**src/rtl/wsg_voice_sequencer.sv**
```systemverilog
// Voice sequencer: time-multiplexes three waveform voices onto one shared
// sound ROM, then scales each 4-bit sample by its voice volume and sums the
// three products into a 10-bit mixed sample once per sample period.
// Latency: a sample tick in cycle T produces sample_valid in cycle T+5.
// No backpressure: the consumer must take sample_out while sample_valid is high.
module wsg_voice_sequencer #(
  parameter int TICK_DIV = 1042
) (
  input  logic       clk,
  input  logic       rst,
  input  logic       en,
  input  logic [7:0] addr_1,
  input  logic [7:0] addr_2,
  input  logic [7:0] addr_3,
  input  logic [3:0] vol_1,
  input  logic [3:0] vol_2,
  input  logic [3:0] vol_3,
  output logic [7:0] rom_addr,
  output logic       rom_en,
  input  logic [7:0] rom_data,
  output logic       accum_adv,
  output logic [9:0] sample_out,
  output logic       sample_valid,
  output logic       busy
);

  typedef enum logic [2:0] {
    IDLE = 3'd0,
    V1   = 3'd1,
    V2   = 3'd2,
    V3   = 3'd3,
    LAST = 3'd4,
    OUT  = 3'd5
  } state_t;

  state_t      state;
  logic [15:0] div_cnt;
  logic        tick;

  logic [7:0]  snap_addr1;
  logic [7:0]  snap_addr2;
  logic [7:0]  snap_addr3;
  logic [3:0]  snap_vol1;
  logic [3:0]  snap_vol2;
  logic [3:0]  snap_vol3;
  logic [9:0]  mix;

  logic [3:0]  rom_nib;
  logic        unused_rom_hi;

  // Only the low nibble of each ROM byte is a sample; the high nibble is spare.
  assign rom_nib       = rom_data[3:0];
  assign unused_rom_hi = ^rom_data[7:4];

  // 4x4 unsigned product; 15*15 = 225 fits in 8 bits.
  function automatic logic [7:0] scale(input logic [3:0] smp, input logic [3:0] vol);
    return {4'd0, smp} * {4'd0, vol};
  endfunction

  // Sample strobe: last count of the divider, only while enabled.
  assign tick = en && (div_cnt == 16'(TICK_DIV - 1));

  // The voice accumulators advance at the edge that closes the snapshot cycle,
  // so the snapshot taken on that same edge still holds the pre-advance address.
  assign accum_adv = tick && (state == IDLE);

  // The frame is considered in progress from its tick cycle through OUT.
  assign busy = (state != IDLE) || accum_adv;

  // Sample-period divider; disabling clears and holds it so the first tick
  // after enable lands a full period later.
  always_ff @(posedge clk or posedge rst) begin
    if (rst) begin
      div_cnt <= '0;
    end else if (!en || tick) begin
      div_cnt <= '0;
    end else begin
      div_cnt <= div_cnt + 16'd1;
    end
  end

  // Frame FSM: snapshot voices, issue three ROM reads, accumulate products
  // one cycle behind each read, then publish the mix.
  always_ff @(posedge clk or posedge rst) begin
    if (rst) begin
      state        <= IDLE;
      rom_addr     <= '0;
      rom_en       <= 1'b0;
      sample_out   <= '0;
      sample_valid <= 1'b0;
      snap_addr1   <= '0;
      snap_addr2   <= '0;
      snap_addr3   <= '0;
      snap_vol1    <= '0;
      snap_vol2    <= '0;
      snap_vol3    <= '0;
      mix          <= '0;
    end else begin
      sample_valid <= 1'b0;
      case (state)
        IDLE: begin
          if (tick) begin
            snap_addr1 <= addr_1;
            snap_addr2 <= addr_2;
            snap_addr3 <= addr_3;
            snap_vol1  <= vol_1;
            snap_vol2  <= vol_2;
            snap_vol3  <= vol_3;
            mix        <= '0;
            state      <= V1;
          end
        end
        V1: begin
          rom_addr <= snap_addr1;
          rom_en   <= 1'b1;
          state    <= V2;
        end
        V2: begin
          rom_addr <= snap_addr2;
          rom_en   <= 1'b1;
          mix      <= mix + {2'b00, scale(rom_nib, snap_vol1)};
          state    <= V3;
        end
        V3: begin
          rom_addr <= snap_addr3;
          rom_en   <= 1'b1;
          mix      <= mix + {2'b00, scale(rom_nib, snap_vol2)};
          state    <= LAST;
        end
        LAST: begin
          // rom_addr deliberately keeps voice 3's address while idle.
          rom_en       <= 1'b0;
          sample_out   <= mix + {2'b00, scale(rom_nib, snap_vol3)};
          sample_valid <= 1'b1;
          state        <= OUT;
        end
        OUT: begin
          state <= IDLE;
        end
        default: begin
          state <= IDLE;
        end
      endcase
    end
  end

  // A frame is shorter than the shortest sample period, so a tick can never
  // arrive while a frame is still running.
  a_tick_in_idle: assert property (@(posedge clk) disable iff (rst) tick |-> state == IDLE);

endmodule

```
**config.mk**
```make
export PLATFORM = sky130hd
export DESIGN_NAME = wsg_voice_sequencer
export DESIGN_NICKNAME = d
export VERILOG_FILES = /design/src/rtl/wsg_voice_sequencer.sv
export SDC_FILE = /design/constraint.sdc
export NUM_CORES = 1
export LEC_CHECK = 0
export CAP_MARGIN = 5
export CORE_ASPECT_RATIO = 1.75
export CORE_MARGIN = 4
export CORE_UTILIZATION = 52
export DETAILED_ROUTE_END_ITERATION = 12
export PLACE_DENSITY = 0.8
export SLEW_MARGIN = 5
export SYNTH_ARGS = -nofsm -noshare
export SYNTH_HDL_FRONTEND = slang
export SYNTH_SLANG_ARGS = --single-unit
```
**constraint.sdc**
```tcl
create_clock -name clk -period 3.5 [get_ports clk]
set_clock_uncertainty 0.2 [all_clocks]
set_input_delay 0.7 -clock clk [delete_from_list [all_inputs] [get_ports clk]]
set_output_delay 0.7 -clock clk [all_outputs]
set_load 0.01 [all_outputs]
```
==> results by group <==
Timing
  • Hold Vio Cnt, Final: 0
  • # setup viols final: 8
  • Slew @ Worst Pin: 0.9017 ns
  • RSZ-0062 raised after global routing: true
  • Final WS setup: -0.1381 ns
  • Tcrit/Tclk final: 1.039
  • F_max: roughly 270 MHz
  • Relative max-transition margin: 0.3960
  • Hold slack: 0.2887 ns
  • Max Transition Viols Final: 0
  • Final min period: ~3.6 ns

Final layout
  • Area of the multi-input gates: around 0.0038 mm2
  • Commonest cells after routing, fill and taps aside: 83 x dfrtp_1, 61 x inv_1, 60 x clkdlybuf4s50_1
  • Share of cells above drive strength 1: 0.2567
  • Post-layout instance area: between 0.007 and 0.008 mm2
  • Fillcell total: between 800 and 900
  • Core Util, Final: 0.6820
  • Diode count: 0
  • Most common cell after layout, fill and taps aside: dfrtp_1
  • Area delta synth->final: 28.97%
  • Reg area: between 0.002 and 0.0025 mm2
  • Nets: 834

Floorplan
  • Core area: around 0.012 mm2
  • Initial Util: 0.5288
  • I/O Pins: between 60 and 70
  • Die Span Y: roughly 150 um
  • Die ar.: 0.01357 mm2
  • Width of the die: ~90 um
  • Num rows: 52

Worst setup path
  • Worst Path Required: about 3.5 ns
  • CP endpoint kind: flop
  • CP arrival: 3.67 ns
  • Setup CP Type: primary input to flop
  • Worst Path Max Fanout: 7
  • Crit. Startpoint: rom_data[2]
  • Startpoint Class: primary input
  • Reg-to-reg critical path startpoint: snap_vol1[1]

Clocking
  • CTS tree: done
  • # hold bufs at CTS: 0
  • Clock root cell: clkbuf_16
  • Worst skew pair latency: 0.35 ns
  • CTS clk-pin slew, worst paths: 0.07 ns
  • Clock H-tree levels: 3
  • Bufs on Longest Clock Path: 2
  • Num CTS Buffers: 9
  • CTS sink cnt: 85

Pwr
  • Clock share of power: 0.292
  • Maximum vdd drop: 0.3269 mV
  • Total Power: around 3300 uW
  • Leak pwr: 0.003917 uW
  • Logic pwr share: 0.355
  • Internal power: 2089 uW
  • Sw Share: 0.3585
  • Sw Pwr: ~1200 uW
  • Pwr Density: 414.6 mW/mm2
  • Flop pwr share: 0.353

Placement
  • Setup WS pre-CTS: -1.077 ns
  • Hpwl dp: about 11000 um
  • GP Congestion: 0.9647
  • Port bufs: 64
  • DP Area: roughly 0.0072 mm2

Synthesis
  • Top FF cell, synth: dfrtp_1
  • Yosys cell types: 45
  • Post-synth ARST share: 1.000
  • Post-Synthesis Cell Area: a little over 0.006 mm2
  • Synthesis-stage register bit count: 85
  • Synth warn: 0
  • Syn Inst Count: between 500 and 600
  • Syn Nets: 717
  • Post-synthesis sequential area ratio: 0.3493
  • EDFF count, synth: 0
  • Syn_area_per_cell: between 10 and 15 um2

Worst hold path
  • Hold wc startpoint: sample_out[5]
  • Worst Hold Class: flop to flop

Run
  • Max Cap Viol: 0

Global routing
  • Vias in the first global route: 5110
  • Largest net degree at the start of global routing: between 60 and 70
  • Initial antenna violation count: 0
  • GRT Overall Usage: 0.2307
  • Global-route wire length before repair: between 20000 and 25000 um
  • GRT overflow: 0

Detailed routing
  • DRT iter0 DRCs: around 200
  • DRC viols: 0
  • Via density: 5.602
  • Routed wire length: between 15000 and 20000 um
  • Vias: 4728
  • Antenna-violating nets left: 0
  • Pre-antenna DRT Iters: 4
  • Routed length per instance: ~19 um

Run status
  • Status: finished with violations
  • Failing checks: setup timing
-- power by group through the flow --
stage	logic [uW]	registers [uW]	clock network, uW
CTS	1110	1150	970
global placement	1020	1160	0
detailed placement	1060	1170	0
finish	1160	1150	952
global route	1250	1160	1010
floorplan	622	1170	0
-- metrics by stage --
step                setup TNS (ns)  cells
finish                     -0.7262    844
global route                -1.464    844
CTS                        -0.5023    841
detailed placement          -13.66    818
global placement            -12.38    818
floorplan                   -1.223    587
-- metal layers --
layer	wire length (um)	up-vias	global-route usage	part of all wire
met5	0	-	0	0
met4	918	0	0.1481	0.058
met3	421	59	0.03777	0.027
met2	8936	122	0.4446	0.57
met1	5456	2343	0.2272	0.35
li1	-	2204	-	-
-- synth_stat cells (2+ instances only) --
cell type,n,area share
nor4b_2,2,0.0049
clkbuf_1,10,0.0062
mux2_4,29,0.072
o22ai_1,2,0.0021
nand4_1,4,0.0041
mux2i_1,7,0.012
o21ai_0,29,0.024
buf_2,5,0.0041
nand2b_1,4,0.0041
xor2_1,16,0.023
a31oi_1,3,0.0031
a21oi_1,16,0.013
ha_1,56,0.12
nand2_1,51,0.031
and3_1,5,0.0051
a221o_1,2,0.0033
inv_1,69,0.043
mux2_2,19,0.035
or3_1,8,0.0082
buf_12,3,0.0099
and2_1,36,0.037
dfrtp_1,85,0.35
o211ai_1,8,0.0099
and4_1,2,0.0029
a21o_1,3,0.0037
nand3_1,9,0.0074
a211oi_1,4,0.0049
xnor2_1,13,0.019
o21bai_1,5,0.0062
fa_1,27,0.089
a22oi_1,7,0.0086
nor2_1,29,0.018
nor3_1,7,0.0058
-- logic make-up after synthesis --
logic type | Yosys count | share of synthesized area
xor+xnor | 29 | 0.04171
simple gates | 164 | 0.1403
buf+inv | 89 | 0.06390
flops | 85 | 0.3493
fa+ha+maj | 83 | 0.2038
mux | 55 | 0.1181
compound gates | 82 | 0.08281
-- sequential cells by signal (all words and copies together), names as in the netlist, 4 cells and up --
register    flops
mix            10
div_cnt        16
snap_vol1       4
snap_addr2      8
snap_addr3      8
sample_out     10
rom_addr        8
snap_vol3       4
snap_addr1      8
snap_vol2       4
-- final cells by class --
class	count	share of cell area
Timing Repair Buffer	125	0.1486
Clock inverter	7	0.008603
Inverter	70	0.03361
Tap cell	135	0.02151
Clock buffer	9	0.02868
Multi-Input combinational cell	413	0.4878
Sequential cell	85	0.2711
-- critical path, cell delays in order --
cell	delay, ns
buf_12	0.10
nand2_4	0.05
fa_1	0.57
fa_2	0.46
fa_1	0.51
inv_2	0.05
ha_4	0.26
nand3_1	0.08
o211ai_1	0.28
o22ai_1	0.15
xnor2_1	0.16
a221o_1	0.30
-- what timing repair did --
action                                  in CTS  in global routing
pin swaps                                   21                 32
setup buffers                                7                  3
endpoints found under the setup margin      15                 12
gates resized for setup                     49                 37
-- path summary, 6_finish.rpt --
check | cells past startpoint | to | slack, ns
worst max-delay path | 12 | mix[8] | -0.14
max in group asynchronous | 3 | snap_vol2[1] | 1.95
worst max register to register | 11 | mix[8] | -0.12
worst min register to register | 2 | sample_out[5] | 0.29
worst min-delay path | 2 | sample_out[5] | 0.29
min in group asynchronous | 2 | sample_valid | 0.46
Note: power is estimated with default switching activity, not from simulation.
